<file path="config.mk">
export PLATFORM = sky130hd
export DESIGN_NAME = serial_load_arbiter_flat
export DESIGN_NICKNAME = d
export VERILOG_FILES = /design/src/rtl/serial_load_arbiter_if.sv /design/src/rtl/serial_load_arbiter.sv /design/src/flat_wrapper.sv
export SDC_FILE = /design/constraint.sdc
export NUM_CORES = 1
export LEC_CHECK = 0
export BUFFER_PORTS_ARGS = -buffer_cell sky130_fd_sc_hd__buf_4
export CAP_MARGIN = 30
export CORE_ASPECT_RATIO = 2
export CORE_MARGIN = 3
export CORE_UTILIZATION = 40
export DETAILED_ROUTE_END_ITERATION = 10
export REMOVE_ABC_BUFFERS = 1
export SYNTH_ARGS = -nofsm -noshare
export SYNTH_HDL_FRONTEND = slang
export SYNTH_SLANG_ARGS = --single-unit
</file>
<file path="constraint.sdc">
create_clock -name clk -period 9.4 [get_ports clk]
set_input_delay 1.88 -clock clk [delete_from_list [all_inputs] [get_ports clk]]
set_output_delay 1.88 -clock clk [all_outputs]
set_load 0.02 [all_outputs]
</file>
<file path="src/rtl/serial_load_arbiter_if.sv">
// Handshake bundle between the OSD/UART byte sources and the UK101 ACIA receive side.
interface serial_load_arbiter_if;
    logic       load_from;
    logic       ioctl_download;
    logic [7:0] ioctl_index;
    logic       ioctl_wr;
    logic [7:0] ioctl_data;
    logic       ioctl_wait;
    logic [7:0] uart_data;
    logic       uart_valid;
    logic [7:0] rx_data;
    logic       rx_valid;
    logic       rx_ready;
    logic       busy;
    logic       overrun;

    modport master (
        output load_from, ioctl_download, ioctl_index, ioctl_wr, ioctl_data,
        output uart_data, uart_valid, rx_ready,
        input  ioctl_wait, rx_data, rx_valid, busy, overrun
    );

    modport slave (
        input  load_from, ioctl_download, ioctl_index, ioctl_wr, ioctl_data,
        input  uart_data, uart_valid, rx_ready,
        output ioctl_wait, rx_data, rx_valid, busy, overrun
    );
endinterface

</file>
<file path="src/rtl/serial_load_arbiter.sv">
// Paced ASCII file loader sharing the ACIA receive path with the UART deserializer.
// Optional feature: define SERIAL_LOAD_LF_FILTER_EN to drop 0x0A file bytes at the FIFO input.
module serial_load_arbiter #(
    parameter int FIFO_AW  = 4,
    parameter int CHAR_GAP = 4800,
    parameter int LINE_GAP = 480000,
    parameter int GAP_W    = 20
) (
    input  logic                  clk,
    input  logic                  reset,
    serial_load_arbiter_if.slave  bus
);
    localparam int               DEPTH      = 1 << FIFO_AW;
    localparam logic [FIFO_AW:0] FULL_LVL   = (FIFO_AW+1)'(DEPTH);
    localparam logic [FIFO_AW:0] WAIT_LVL   = (FIFO_AW+1)'(DEPTH - 2);
    localparam logic [GAP_W-1:0] CHAR_GAP_V = GAP_W'(CHAR_GAP);
    localparam logic [GAP_W-1:0] LINE_GAP_V = GAP_W'(LINE_GAP);
    localparam logic [GAP_W-1:0] GAP_ONE    = GAP_W'(1);
    localparam logic [GAP_W-1:0] GAP_ZERO   = GAP_W'(0);

    typedef enum logic [1:0] {ST_IDLE = 2'd0, ST_SEND = 2'd1, ST_GAP = 2'd2} state_t;

    logic [7:0]         mem_r [DEPTH];
    logic [FIFO_AW-1:0] wr_ptr_r, rd_ptr_r, wr_base_s, rd_base_s;
    logic [FIFO_AW:0]   count_r, count_base_s, count_s;
    logic               qual_r, wait_r, busy_r, overrun_r, overrun_s;
    logic               qual_s, flush_s, push_s, pop_s, accept_s, lf_drop_s;
    state_t             state_r, state_s;
    logic [GAP_W-1:0]   gap_r, gap_s;
    logic               src_r, src_s;      // 0 = file FSM owns rx_*, 1 = UART holding register
    logic [7:0]         rx_data_r, rx_data_s;
    logic               rx_valid_r, rx_valid_s;

    // FIFO input qualification, download-start flush and next occupancy
    always_comb begin
        qual_s  = bus.ioctl_download && (bus.ioctl_index == 8'h00);
        flush_s = qual_s && !qual_r;
`ifdef SERIAL_LOAD_LF_FILTER_EN
        lf_drop_s = (bus.ioctl_data == 8'h0A);
`else
        lf_drop_s = 1'b0;
`endif
        push_s   = !bus.load_from && qual_s && bus.ioctl_wr && !lf_drop_s &&
                   (flush_s || (count_r != FULL_LVL));
        accept_s = rx_valid_r && bus.rx_ready;
        if (flush_s) begin
            wr_base_s    = {FIFO_AW{1'b0}};
            rd_base_s    = {FIFO_AW{1'b0}};
            count_base_s = {(FIFO_AW+1){1'b0}};
        end else begin
            wr_base_s    = wr_ptr_r;
            rd_base_s    = rd_ptr_r;
            count_base_s = count_r;
        end
        count_s = count_base_s + {{FIFO_AW{1'b0}}, push_s} - {{FIFO_AW{1'b0}}, pop_s};
    end

    // Source ownership, pacing FSM and UART holding register
    always_comb begin
        state_s    = state_r;
        gap_s      = gap_r;
        src_s      = src_r;
        rx_data_s  = rx_data_r;
        rx_valid_s = rx_valid_r;
        overrun_s  = overrun_r;
        pop_s      = 1'b0;
        if (!src_r) begin
            case (state_r)
                ST_IDLE: begin
                    if (bus.load_from) begin
                        src_s = 1'b1;
                    end else if ((count_r != {(FIFO_AW+1){1'b0}}) && !flush_s) begin
                        pop_s      = 1'b1;
                        rx_data_s  = mem_r[rd_ptr_r];
                        rx_valid_s = 1'b1;
                        state_s    = ST_SEND;
                    end else begin
                        state_s = ST_IDLE;
                    end
                end
                ST_SEND: begin
                    if (accept_s) begin
                        rx_valid_s = 1'b0;
                        gap_s      = (rx_data_r == 8'h0D) ? LINE_GAP_V : CHAR_GAP_V;
                        state_s    = ST_GAP;
                    end else begin
                        state_s = ST_SEND;
                    end
                end
                ST_GAP: begin
                    // A pending switch to UART abandons the remaining file pacing
                    if (bus.load_from || (gap_r <= GAP_ONE)) begin
                        gap_s   = GAP_ZERO;
                        state_s = ST_IDLE;
                        src_s   = bus.load_from;
                    end else begin
                        gap_s = gap_r - GAP_ONE;
                    end
                end
                default: begin
                    state_s    = ST_IDLE;
                    gap_s      = GAP_ZERO;
                    rx_valid_s = 1'b0;
                end
            endcase
        end else begin
            state_s = ST_IDLE;
            gap_s   = GAP_ZERO;
            if (!bus.load_from && !rx_valid_r) begin
                src_s = 1'b0;
            end else if (bus.uart_valid) begin
                if (!rx_valid_r || accept_s) begin
                    rx_data_s  = bus.uart_data;
                    rx_valid_s = 1'b1;
                end else begin
                    overrun_s = 1'b1;
                end
            end else if (accept_s) begin
                rx_valid_s = 1'b0;
            end else begin
                rx_valid_s = rx_valid_r;
            end
        end
    end

    // FIFO storage; contents are don't-care while the occupancy count is zero
    always_ff @(posedge clk) begin
        if (push_s) begin
            mem_r[wr_base_s] <= bus.ioctl_data;
        end
    end

    // FIFO pointers, occupancy, download-edge detector and backpressure flag
    always_ff @(posedge clk or posedge reset) begin
        if (reset) begin
            wr_ptr_r <= {FIFO_AW{1'b0}};
            rd_ptr_r <= {FIFO_AW{1'b0}};
            count_r  <= {(FIFO_AW+1){1'b0}};
            qual_r   <= 1'b0;
            wait_r   <= 1'b0;
        end else begin
            wr_ptr_r <= wr_base_s + {{(FIFO_AW-1){1'b0}}, push_s};
            rd_ptr_r <= rd_base_s + {{(FIFO_AW-1){1'b0}}, pop_s};
            count_r  <= count_s;
            qual_r   <= qual_s;
            wait_r   <= (count_s >= WAIT_LVL);
        end
    end

    // FSM state, gap counter and registered receive-side outputs
    always_ff @(posedge clk or posedge reset) begin
        if (reset) begin
            state_r    <= ST_IDLE;
            gap_r      <= GAP_ZERO;
            src_r      <= 1'b0;
            rx_data_r  <= 8'h00;
            rx_valid_r <= 1'b0;
            busy_r     <= 1'b0;
            overrun_r  <= 1'b0;
        end else begin
            state_r    <= state_s;
            gap_r      <= gap_s;
            src_r      <= src_s;
            rx_data_r  <= rx_data_s;
            rx_valid_r <= rx_valid_s;
            busy_r     <= (count_s != {(FIFO_AW+1){1'b0}}) || (state_s != ST_IDLE);
            overrun_r  <= overrun_s;
        end
    end

    assign bus.ioctl_wait = wait_r;
    assign bus.rx_data    = rx_data_r;
    assign bus.rx_valid   = rx_valid_r;
    assign bus.busy       = busy_r;
    assign bus.overrun    = overrun_r;
endmodule

</file>
<file path="src/flat_wrapper.sv">
// flat-port wrapper written by rule: the top's interface ports become plain ports
module serial_load_arbiter_flat 
#(
    parameter int FIFO_AW  = 4,
    parameter int CHAR_GAP = 4800,
    parameter int LINE_GAP = 480000,
    parameter int GAP_W    = 20
)
  (clk, reset, bus_load_from, bus_ioctl_download, bus_ioctl_index, bus_ioctl_wr, bus_ioctl_data, bus_uart_data, bus_uart_valid, bus_rx_ready, bus_ioctl_wait, bus_rx_data, bus_rx_valid, bus_busy, bus_overrun);
  serial_load_arbiter_if bus_i ();
  input  logic clk;
  input  logic reset;
  input wire logic [$bits(bus_i.load_from)-1:0] bus_load_from;
  input wire logic [$bits(bus_i.ioctl_download)-1:0] bus_ioctl_download;
  input wire logic [$bits(bus_i.ioctl_index)-1:0] bus_ioctl_index;
  input wire logic [$bits(bus_i.ioctl_wr)-1:0] bus_ioctl_wr;
  input wire logic [$bits(bus_i.ioctl_data)-1:0] bus_ioctl_data;
  input wire logic [$bits(bus_i.uart_data)-1:0] bus_uart_data;
  input wire logic [$bits(bus_i.uart_valid)-1:0] bus_uart_valid;
  input wire logic [$bits(bus_i.rx_ready)-1:0] bus_rx_ready;
  output wire logic [$bits(bus_i.ioctl_wait)-1:0] bus_ioctl_wait;
  output wire logic [$bits(bus_i.rx_data)-1:0] bus_rx_data;
  output wire logic [$bits(bus_i.rx_valid)-1:0] bus_rx_valid;
  output wire logic [$bits(bus_i.busy)-1:0] bus_busy;
  output wire logic [$bits(bus_i.overrun)-1:0] bus_overrun;
  assign bus_i.load_from = bus_load_from;
  assign bus_i.ioctl_download = bus_ioctl_download;
  assign bus_i.ioctl_index = bus_ioctl_index;
  assign bus_i.ioctl_wr = bus_ioctl_wr;
  assign bus_i.ioctl_data = bus_ioctl_data;
  assign bus_i.uart_data = bus_uart_data;
  assign bus_i.uart_valid = bus_uart_valid;
  assign bus_i.rx_ready = bus_rx_ready;
  assign bus_ioctl_wait = bus_i.ioctl_wait;
  assign bus_rx_data = bus_i.rx_data;
  assign bus_rx_valid = bus_i.rx_valid;
  assign bus_busy = bus_i.busy;
  assign bus_overrun = bus_i.overrun;
  serial_load_arbiter #(.FIFO_AW(FIFO_AW), .CHAR_GAP(CHAR_GAP), .LINE_GAP(LINE_GAP), .GAP_W(GAP_W)) u_core (.clk(clk), .reset(reset), .bus(bus_i));
endmodule
</file>
Word level (Yosys, flattened, before mapping)
Memories as Yosys holds them, arrays and structs flattened.
Cells that the tools add are included.
{ "totals": {"ff_bits": 49, "word_cells": 103, "in_bits": 31, "out_inout_bits": 12, "mem_bits_rw": 128, "n_memories": 1} }
{ "op_classes": {"addsub": 5, "n_reduce_logical": 27, "order_cmp": 2, "eq_ne": 14, "bitwise": 2, "muxes": 40} }
{ "memory_table": {"columns": ["name", "depth", "word_bits", "read_ports", "rd_clocked_by_memory_dff", "wr", "line", "text"], "rows": [
  ["u_core.mem_r", 16, 8, 1, 0, 1, "serial_load_arbiter.sv:23", "logic [7:0] mem_r [DEPTH];"]
]} }
{ "op_table": {"columns": ["operator", "n"], "rows": [
  ["$mux 20", 3],
  ["$pmux 20 s3", 1],
  ["$mux 8", 7],
  ["$le 20x1->1 const B", 1],
  ["$sub 20x1->20 const B", 1],
  ["$mux 19", 1],
  ["$mux 1", 18],
  ["$reduce_bool 5->1", 2],
  ["$add 4x1->4", 2],
  ["$eq 8x4->1 const B", 1],
  ["$logic_and 1x1->1", 8],
  ["$logic_not 8->1", 1],
  ["$mux 2", 4],
  ["$mux 4", 2],
  ["$ne 2x1->1 const B", 3],
  ["$ne 2x2->1 const B", 3],
  ["$ne 3x1->1 const B", 2],
  ["$pmux 2 s3", 1],
  ["$reduce_and 6->1", 1],
  ["$reduce_bool 2->1", 3],
  ["$add 5x1->5", 1],
  ["$ge 5x4->1 const B", 1],
  ["$mux 5", 1],
  ["$ne 5x5->1 const B", 1],
  ["14 further kinds", 21]
]} }

Depth between registers and ports, before layout
Gate-level depths: netlist of run 1.
{ "depth": {"ltp_word": 12, "mapped_depth": 14, "depth_no_buf": 12} }

Least setup slack after synthesis of run 1
No wires, ideal clock.
{ "synth_path": {"kind": "input port to flip-flop", "from": "in bus_ioctl_download", "to": "reg u_core.busy_r (netlist: u_core.bus.busy)", "n_path_buf": 2, "arrival_time_ps": 4717, "slack_ps": 4545, "stages": 12, "setup_time_ps": 139, "required_time_ps": 9261, "cell_sequence": "nor2b_1 > nand4_1 > clkbuf_1 > clkbuf_1 > nand2_1 > nor3_1 > ha_1 > inv_1 > ha_1 > fa_1 > or4_1 > or4_1"} }
{ "synth_via": {"elab_chain_cells": 11, "elab_cells_between_ends": 22, "cone_classes": "add/sub: 2; mux: 9; reduce/logical: 11"} }
{ "synth_lines": {"columns": ["item", "line", "text"], "rows": [
  ["start, declared", "flat_wrapper.sv:14", "input wire logic [$bits(bus_i.ioctl_download)-1:0] bus_ioctl_download;"],
  ["$logic_and 1x1->1 *", "serial_load_arbiter.sv:36", "qual_s = bus.ioctl_download && (bus.ioctl_index == 8'h00);"],
  ["branches (longest 7 deep; another with $add 5x1->5)", null, null],
  ["$sub 5x1->5 *", "serial_load_arbiter.sv:55", "count_s = count_base_s + {{FIFO_AW{1'b0}}, push_s} - {{FIFO_AW{1'b0}}, pop_s};"],
  ["named net u_core.count_s[1]", "serial_load_arbiter.sv:25", "logic [FIFO_AW:0] count_r, count_base_s, count_s;"],
  ["$reduce_bool 5->1 *", "serial_load_arbiter.sv:166", "busy_r <= (count_s != {(FIFO_AW+1){1'b0}}) || (state_s != ST_IDLE);"],
  ["$logic_or 1x1->1 *", "serial_load_arbiter.sv:166", null],
  ["end signal, assigned", "serial_load_arbiter.sv:166", null],
  ["end, declared", "serial_load_arbiter.sv:26", "logic qual_r, wait_r, busy_r, overrun_r, overrun_s;"]
]} }
Mark *: on every way through the listed nets, which the timed path passes.
A chain may end at the register's enable or synchronous reset.

Worst setup path in the final report of run 1
{ "layout_path": {"from": "in bus_ioctl_index[1]", "to": "reg u_core.busy_r (netlist: u_core.bus.busy)"} }
{ "layout_via": {"elab_chain_cells": 12, "elab_cells_between_ends": 23, "cone_classes": "add/sub: 2; mux: 9; reduce/logical: 12"} }
{ "layout_lines": {"columns": ["item", "line", "text"], "rows": [
  ["start, declared", "flat_wrapper.sv:15", "input wire logic [$bits(bus_i.ioctl_index)-1:0] bus_ioctl_index;"],
  ["$logic_not 8->1 *", "serial_load_arbiter.sv:36", null],
  ["$logic_and 1x1->1 *", "serial_load_arbiter.sv:36", null],
  ["branches (longest 7 deep; another with $add 5x1->5)", null, null],
  ["$sub 5x1->5 *", "serial_load_arbiter.sv:55", null],
  ["named net u_core.count_s[4]", "serial_load_arbiter.sv:25", null],
  ["$reduce_bool 5->1 *", "serial_load_arbiter.sv:166", null],
  ["$logic_or 1x1->1 *", "serial_load_arbiter.sv:166", null]
]} }
Marked as above.

==> results of run 1 <==
per-layer routing:
metal | vias up | routed length [um]
met1 | 2304 | 5730
met2 | 97 | 10200
met3 | 17 | 403
li1 | 2112 | -
met4 | 0 | 246
met5 | - | 0
worst max-delay path, cell delays in order:
cell,delay (ns)
buf_4,0.11
nor4_1,0.27
nand4_1,0.63
nand2_1,0.31
nor3_1,0.09
ha_1,0.33
inv_1,0.04
ha_1,0.19
fa_1,0.42
a21o_1,0.17
a21oi_1,0.18
xnor2_1,0.13
or4_1,0.52
cells by family (layout without fill, tap and decap cells):
| kind of cell | Yosys count | in the layout | share of synthesized area (%) |
|---|---|---|---|
| flip-flops | 177 | 177 | 65.8 |
| AND/OR/NAND/NOR | 139 | 139 | 9.55 |
| AO/OA/AOI/OAI | 88 | 88 | 7.44 |
| multiplexers | 49 | 49 | 10.7 |
| buffers and inverters | 39 | 96 | 2.00 |
| adder cells (fa/ha/maj) | 16 | 16 | 2.70 |
| XOR/XNOR | 16 | 16 | 1.82 |
through the flow:
stage	power (mW)	util [%]	setup slack [ns]	cells	hold WS [ns]
detailed placement	1.79	44.0	3.92	804	0.470
global route	2.60	47.1	4.03	836	0.500
finish	2.46	47.1	4.41	836	0.478
floorplan	1.55	-	4.52	502	0.482
global placement	1.77	43.9	4.01	803	0.458
CTS	2.49	47.1	4.36	836	0.486
flip-flops by register name (all words and copies together), names as in the netlist:
signal / count
u_core.src_r: 1
u_core.state_r: 2
u_core.count_r: 5
u_core.rd_ptr_r: 4
u_core.bus.busy: 1
u_core.gap_r: 20
u_core.bus.ioctl_wait: 1
u_core.bus.overrun: 1
u_core.bus.rx_data: 8
u_core.wr_ptr_r: 4
u_core.bus.rx_valid: 1
u_core.qual_r: 1
u_core.mem_r: 128
power by group:
| part | switching [mW] | internal (mW) | total [mW] |
|---|---|---|---|
| clock network | 0.302 | 0.395 | 0.697 |
| registers | 0.0755 | 0.900 | 0.975 |
| logic | 0.420 | 0.367 | 0.787 |
synthesized netlist by cell type, types with 2 or more instances:
| cell type | number |
|---|---|
| nor2b_1 | 3 |
| nand3b_1 | 4 |
| nand3_1 | 11 |
| a21o_1 | 4 |
| a211o_1 | 4 |
| o21ai_0 | 14 |
| mux2i_1 | 10 |
| dfrtp_1 | 49 |
| xor2_1 | 6 |
| or3_1 | 4 |
| a31o_2 | 3 |
| nand2b_1 | 2 |
| a31oi_1 | 5 |
| o31a_1 | 3 |
| nand4_1 | 3 |
| a22oi_1 | 8 |
| o31ai_1 | 7 |
| or4_4 | 2 |
| buf_2 | 3 |
| or4_1 | 3 |
| nor2_1 | 49 |
| mux4_2 | 25 |
| nor4b_1 | 3 |
| or2_2 | 2 |
| buf_1 | 7 |
| inv_1 | 17 |
| mux2_2 | 14 |
| ha_1 | 15 |
| nor4_1 | 8 |
| edfxtp_1 | 128 |
| xnor2_1 | 10 |
| and2_1 | 7 |
| nand2_1 | 20 |
| o22ai_1 | 9 |
| nand4b_1 | 2 |
| a21oi_1 | 23 |
| nor3_1 | 6 |
| clkbuf_1 | 11 |
| nor3b_1 | 2 |
area by class of cell:
type | instances | area, um2 | share of cell area, %
clock buffers | 18 | 429 | 4.84
well taps | 255 | 319 | 3.60
clock inverters | 14 | 151 | 1.71
flip-flops and latches | 177 | 5070 | 57.2
inverters | 17 | 63.8 | 0.720
repair buffers | 47 | 353 | 3.98
multi-input cells | 308 | 2480 | 27.9
worst max path at each step:
stage	from	endpoint	slack, ns	depth (start not counted)
3_5_place_dp	bus_ioctl_index[1]	u_core.bus.busy	3.92	12
2_1_floorplan	bus_ioctl_index[1]	u_core.bus.busy	4.52	10
6_report	bus_ioctl_index[1]	u_core.bus.busy	4.41	13
3_3_place_gp	bus_ioctl_index[1]	u_core.bus.busy	4.01	11
5_1_grt	bus_ioctl_index[1]	u_core.bus.busy	4.03	13
4_1_cts	bus_ioctl_index[1]	u_core.bus.busy	4.36	13
==> results by group, run 1 <==
Outcome
  • Status: completed

Drt
  • Drt pass-1 iters: 4
  • DR iter-0 viols: 223
  • Routed Antenna Nets: 0
  • Remaining DRCs: 0
  • Total wire length: 16.6 mm
  • Via density: 5.42
  • Routed WL per cell: 19.8 um
  • Vias: 4530

Global route
  • All-Layer GR Usage: 16.6%
  • Number of global-route vias before repair: 4762
  • Met1 Resource Use GR: 16.3%
  • Layer with the highest usage: met2
  • GRT overflow: 0
  • First-pass GRT wire length: 26.7 mm
  • Grt met3 use: 2.68%
  • Pin count of the biggest net entering global routing: 50
  • Initial antenna violation count: 0
  • M2 GR Usage: 33.4%

Synthesis
  • Post-synth EDFFs: 128
  • Ranking of synthesized cells by area: edfxtp_1 (50%), dfrtp_1 (16%), mux4_2 (7.3%), ha_1 (2.4%), nor2_1 (2.4%)
  • Flops & latches, synth: 177
  • Share of the synthesized area in the top cell type: 49.9%
  • Cell taking the most area after synthesis: edfxtp_1
  • Average size of a mapped cell: 14.7 um2
  • FFs w/ async S/R, synth: 27.7%
  • Primary FF master, synth: edfxtp_1
  • Yosys synthesis warning count: 0
  • Mapped cell area: 7700 um2
  • Number of library cell types mapped by synthesis: 57
  • Syn Inst Count: 524
  • Register area share after synthesis: 65.8%

Worst hold path
  • Hold endpoint: u_core.bus.overrun
  • Min-delay src: u_core.bus.overrun
  • Hold WC Path Type: register to register
  • Hold depth: 1

Timing
  • Slew HR: 32.0%
  • Slew Viols, Final: 0
  • Setup TNS Final: 0 ns
  • Crit share post-route: 53.0%
  • Fin crit period: 4.99 ns
  • Worst slew pin tran: 1.01 ns
  • Fmax: 201 MHz
  • Hold Fails Final Rpt: 0
  • Final setup violation count: 0
  • RSZ-0062 raised after global routing: no
  • Clock skew: 0.0112 ns

Floorplanning
  • I/O pins: 43
  • Die ar.: 21100 um2
  • Die width: 104 um
  • Core region area: 18800 um2
  • Starting density of the core: 40.9%
  • # rows: 71
  • Die Ht: 202 um

Clocking
  • Post-CTS sizing: 0
  • Max Root-Sink Buffers: 2
  • Clk sink count: 177
  • H-tree depth: 4
  • Setup Fix Bufs, Post-CTS: 0
  • Clock Latency Late Sink: 0.42 ns
  • CTS buffer count: 17
  • Root Buffer: clkbuf_16
  • CTS clk-pin slew, worst paths: 0.07 ns
  • CTS Hold Buffers Added: 0
  • CTS tree: built

Place
  • RD Place Congestion: 0.814
  • Post-DP Area: 8280 um2
  • Number of port buffers: 42
  • DP Wirelength: 12.0 mm

Final layout
  • Most frequent cells in the layout: edfxtp_1 (128), nor2_1 (49), dfrtp_1 (48), buf_4 (47), mux4_2 (25)
  • # diodes: 0
  • Area grow syn2layout: 15.1%
  • Layout fillers: 1696
  • Layout cells sized above 1: 22.4%
  • Most common cell after layout, fill and taps aside: edfxtp_1
  • Nets: 615
  • Final instance area: 8860 um2

Worst setup path
  • WP data arrival: 5.28 ns
  • Worst path required time: 9.69 ns
  • Crit Path Category: primary input to register
  • Worst r2r src: u_core.qual_r
  • CP startpoint kind: primary input
  • R2R depth: 12
  • Slack of the worst reg-to-reg path: 5.69 ns
  • Crit Reg-Reg Endpoint: u_core.bus.busy
  • Worst Path Max Fanout: 21
  • Type of destination of the critical path: register

Flow run
  • Max Cap Viol: 0

Power and ir drop
  • Worst vdd ir: 0.000128 V
  • PwrDens: 277 nW/um2
  • LEAKAGE: 3.27 nW
No activity file was read; power rests on OpenSTA's default activity.
==> inputs of run 2 (changes only) <==
==> constraint.sdc (replaced) <==
create_clock -name clk -period 4.35 [get_ports clk]
set_input_delay 0.87 -clock clk [delete_from_list [all_inputs] [get_ports clk]]
set_output_delay 0.87 -clock clk [all_outputs]
set_load 0.02 [all_outputs]
==> results by group, run 2 (synthesis results as in run 1) <==
Power and ir drop
  • Sequential share of power: 40.7% (was 39.7%)
  • Int Power: 3.53 mW (was 1.66 mW)
  • Final total power: 5.25 mW (was 2.46 mW)
  • Comb power frac: 32.4% (was 32.0%)
  • PwrDens: 593 nW/um2 (was 277 nW/um2)
  • Worst vdd ir: 0.000267 V (was 0.000128 V)
  • Switching Share: 32.8% (was 32.4%)
  • Switching Power: 1.72 mW (was 797 uW)
  • Clock power frac: 26.9% (was 28.3%)
  • LEAKAGE: 3.27 nW (about the same)

Worst setup path
  • CP cell instances: buf_4 -> nor4_1 -> nand4_1 -> nand2_1 -> nor3_1 -> ha_1 -> inv_1 -> ha_1 -> fa_1 -> a21o_1 -> a21oi_1 -> xnor2_1 -> or4_1 (unchanged)
  • Slowest stage delay, CP: 0.52 ns (was 0.63 ns)
  • CP most frequent cell: ha_1 (unchanged)
  • Buf+Inv Stages, Crit Path: 2 (unchanged)
  • Worst path required time: 4.64 ns (was 9.69 ns)
  • Crit path max-delay family: simple AND/OR/NAND/NOR gates (unchanged)
  • R2R depth: 10 (was 12)
  • CP startpoint kind: primary input (unchanged)
  • Crit Reg-Reg Endpoint: u_core.bus.busy (unchanged)
  • CP max stage cell: or4_1 (was nand4_1)
  • Worst Path Max Fanout: 3 (was 21)
  • Worst r2r src: u_core.state_r[0] (was u_core.qual_r)
  • Levels on crit path: 13 (unchanged)
  • Type of destination of the critical path: register (unchanged)
  • Crit Path Category: primary input to register (unchanged)
  • WP data arrival: 3.62 ns (was 5.28 ns)
  • Slack of the worst reg-to-reg path: 1.04 ns (was 5.69 ns)

Global route
  • All-Layer GR Usage: 16.7% (was 16.6%)
  • First-pass GRT wire length: 26.6 mm (was 26.7 mm)
  • Initial antenna violation count: 0 (unchanged)
  • GRT overflow: 0 (unchanged)
  • Number of global-route vias before repair: 4786 (was 4762)
  • Pin count of the biggest net entering global routing: 34 (was 50)

Floorplanning
  • Die ar.: 21100 um2 (unchanged)
  • Die Ht: 202 um (unchanged)
  • Die width: 104 um (unchanged)
  • Core region area: 18800 um2 (unchanged)
  • Starting density of the core: 40.9% (unchanged)
  • I/O pins: 43 (unchanged)
  • # rows: 71 (unchanged)

Place
  • Number of port buffers: 42 (unchanged)
  • RD Place Congestion: 0.832 (was 0.814)
  • Dpl ws: 0.579 ns (was 3.92 ns)
  • Placed cells: 807 (was 804)
  • DP Wirelength: 12.5 mm (was 12.0 mm)

Timing
  • Fmax: 301 MHz
  • Worst slew pin tran: 1.06 ns (was 1.01 ns)
  • Clock skew: 0.0119 ns (was 0.0112 ns)
  • Setup TNS Final: 0 ns (unchanged)
  • Slew Viols, Final: 0 (unchanged)
  • Slew HR: 28.7% (was 32.0%)
  • Hold Fails Final Rpt: 0 (unchanged)
  • Crit share post-route: 76.5%
  • RSZ-0062 raised after global routing: no (unchanged)
  • Fin crit period: 3.33 ns
  • Final WS setup: 1.02 ns (was 4.41 ns)
  • Final setup violation count: 0 (unchanged)

Clocking
  • CTS Hold Buffers Added: 0 (unchanged)
  • Max Root-Sink Buffers: 2 (unchanged)
  • CTS buffer count: 17 (unchanged)
  • CTS clk-pin slew, worst paths: 0.07 ns (about the same)
  • Clk sink count: 177 (unchanged)
  • CTS tree: built (unchanged)
  • Clock Latency Late Sink: 0.42 ns (about the same)
  • Setup Fix Bufs, Post-CTS: 0 (unchanged)
  • H-tree depth: 4 (unchanged)
  • Post-CTS sizing: 0 (unchanged)
  • Root Buffer: clkbuf_16 (unchanged)

Final layout
  • Nets: 618 (was 615)
  • Final core utilization: 47.0% (was 47.1%)
  • Non-filler cells, final: 838 (was 836)
  • Layout cells sized above 1: 22.6% (was 22.4%)
  • Largest register FFs: 128 (unchanged)
  • Most frequent cells in the layout: edfxtp_1 (128), buf_4 (50), nor2_1 (49), dfrtp_1 (48), mux4_2 (25) (was edfxtp_1 (128), nor2_1 (49), dfrtp_1 (48), buf_4 (47), mux4_2 (25))
  • Top reg by flops: u_core.mem_r (unchanged)
  • # diodes: 0 (unchanged)
  • Area grow syn2layout: 14.9% (was 15.1%)
  • Layout fillers: 1688 (was 1696)
  • Most common cell after layout, fill and taps aside: edfxtp_1 (unchanged)

Drt
  • WL met2: 10.4 mm (was 10.2 mm)
  • Routed Antenna Nets: 0 (unchanged)
  • Vias: 4465 (was 4530)
  • DR WL met3: 411 um (was 403 um)
  • DR iter-0 viols: 232 (was 223)
  • Total wire length: 16.9 mm (was 16.6 mm)
  • Via density: 5.33 (was 5.42)
  • Remaining DRCs: 0 (unchanged)
  • Drt pass-1 iters: 4 (unchanged)
  • Top Metal Used: met4 (unchanged)
  • Met1 WL: 5.69 mm (was 5.73 mm)
  • Routed WL per cell: 20.2 um (was 19.8 um)

Worst hold path
  • Hold WC Path Type: primary input to asynchronous set/reset pin (was register to register)

Outcome
  • Status: completed (unchanged)

Flow run
  • Max Cap Viol: 0 (unchanged)
-- run 2: cell count changes in the layout (fill, tap and decap cells not counted) --
| cell | change |
|---|---|
| inv_8 | -1 |
| clkinv_2 | +1 |
| clkinvlp_4 | -1 |
| clkinv_4 | +2 |
| bufinv_16 | -1 |
| buf_4 | +3 |
| inv_6 | -2 |
| clkinvlp_2 | +1 |
-- run 2: worst register-to-register path, delay by kind of cell, from the launching register on --
kind          cells  cell delay (ns)
buf+inv           3             0.32
simple gates      3             1.21
fa+ha+maj         4             1.26
flops             1             0.40
-- run 2: worst max path at each step --
stage                            start               to  slack, ns
finish              bus_ioctl_index[1]  u_core.bus.busy       1.02
global route         u_core.state_r[0]  u_core.bus.busy       0.73
CTS                  u_core.state_r[0]  u_core.bus.busy       1.02
detailed placement  bus_ioctl_index[1]  u_core.bus.busy       0.58
global placement    bus_ioctl_index[1]  u_core.bus.busy       0.67
floorplan           bus_ioctl_index[1]  u_core.bus.busy       0.48
-- run 2: metrics by stage --
stage,hold slack (ns),instance area (um2)
after floorplan,0.482,7610
after global placement,0.461,8300
after detailed placement,0.465,8310
after CTS,0.455,8850
after global routing,0.487,8850
final,0.461,8850
-- run 2: power groups by stage --
stage	clock network (mW)	logic, mW	registers [mW]
CTS	1.45	1.72	2.14
global route	1.52	1.85	2.16
detailed placement	0	1.72	2.17
finish	1.41	1.70	2.14
global placement	0	1.69	2.17
floorplan	0	1.10	2.25
-- run 2: metal layers --
metal	track usage, %	vias up
met4	7.09	0
met5	0	-
met1	16.2	2240
li1	-	2110
met3	2.78	25
met2	33.6	90
-- run 2: layout make-up --
| type | instances | area (um2) | area share, % |
|---|---|---|---|
| clock buffers | 18 | 429 | 4.85 |
| clock inverters | 13 | 113 | 1.27 |
| inverters | 17 | 63.8 | 0.721 |
| multi-input cells | 308 | 2480 | 28.0 |
| flip-flops and latches | 177 | 5070 | 57.3 |
| well taps | 255 | 319 | 3.61 |
| repair buffers | 50 | 375 | 4.24 |
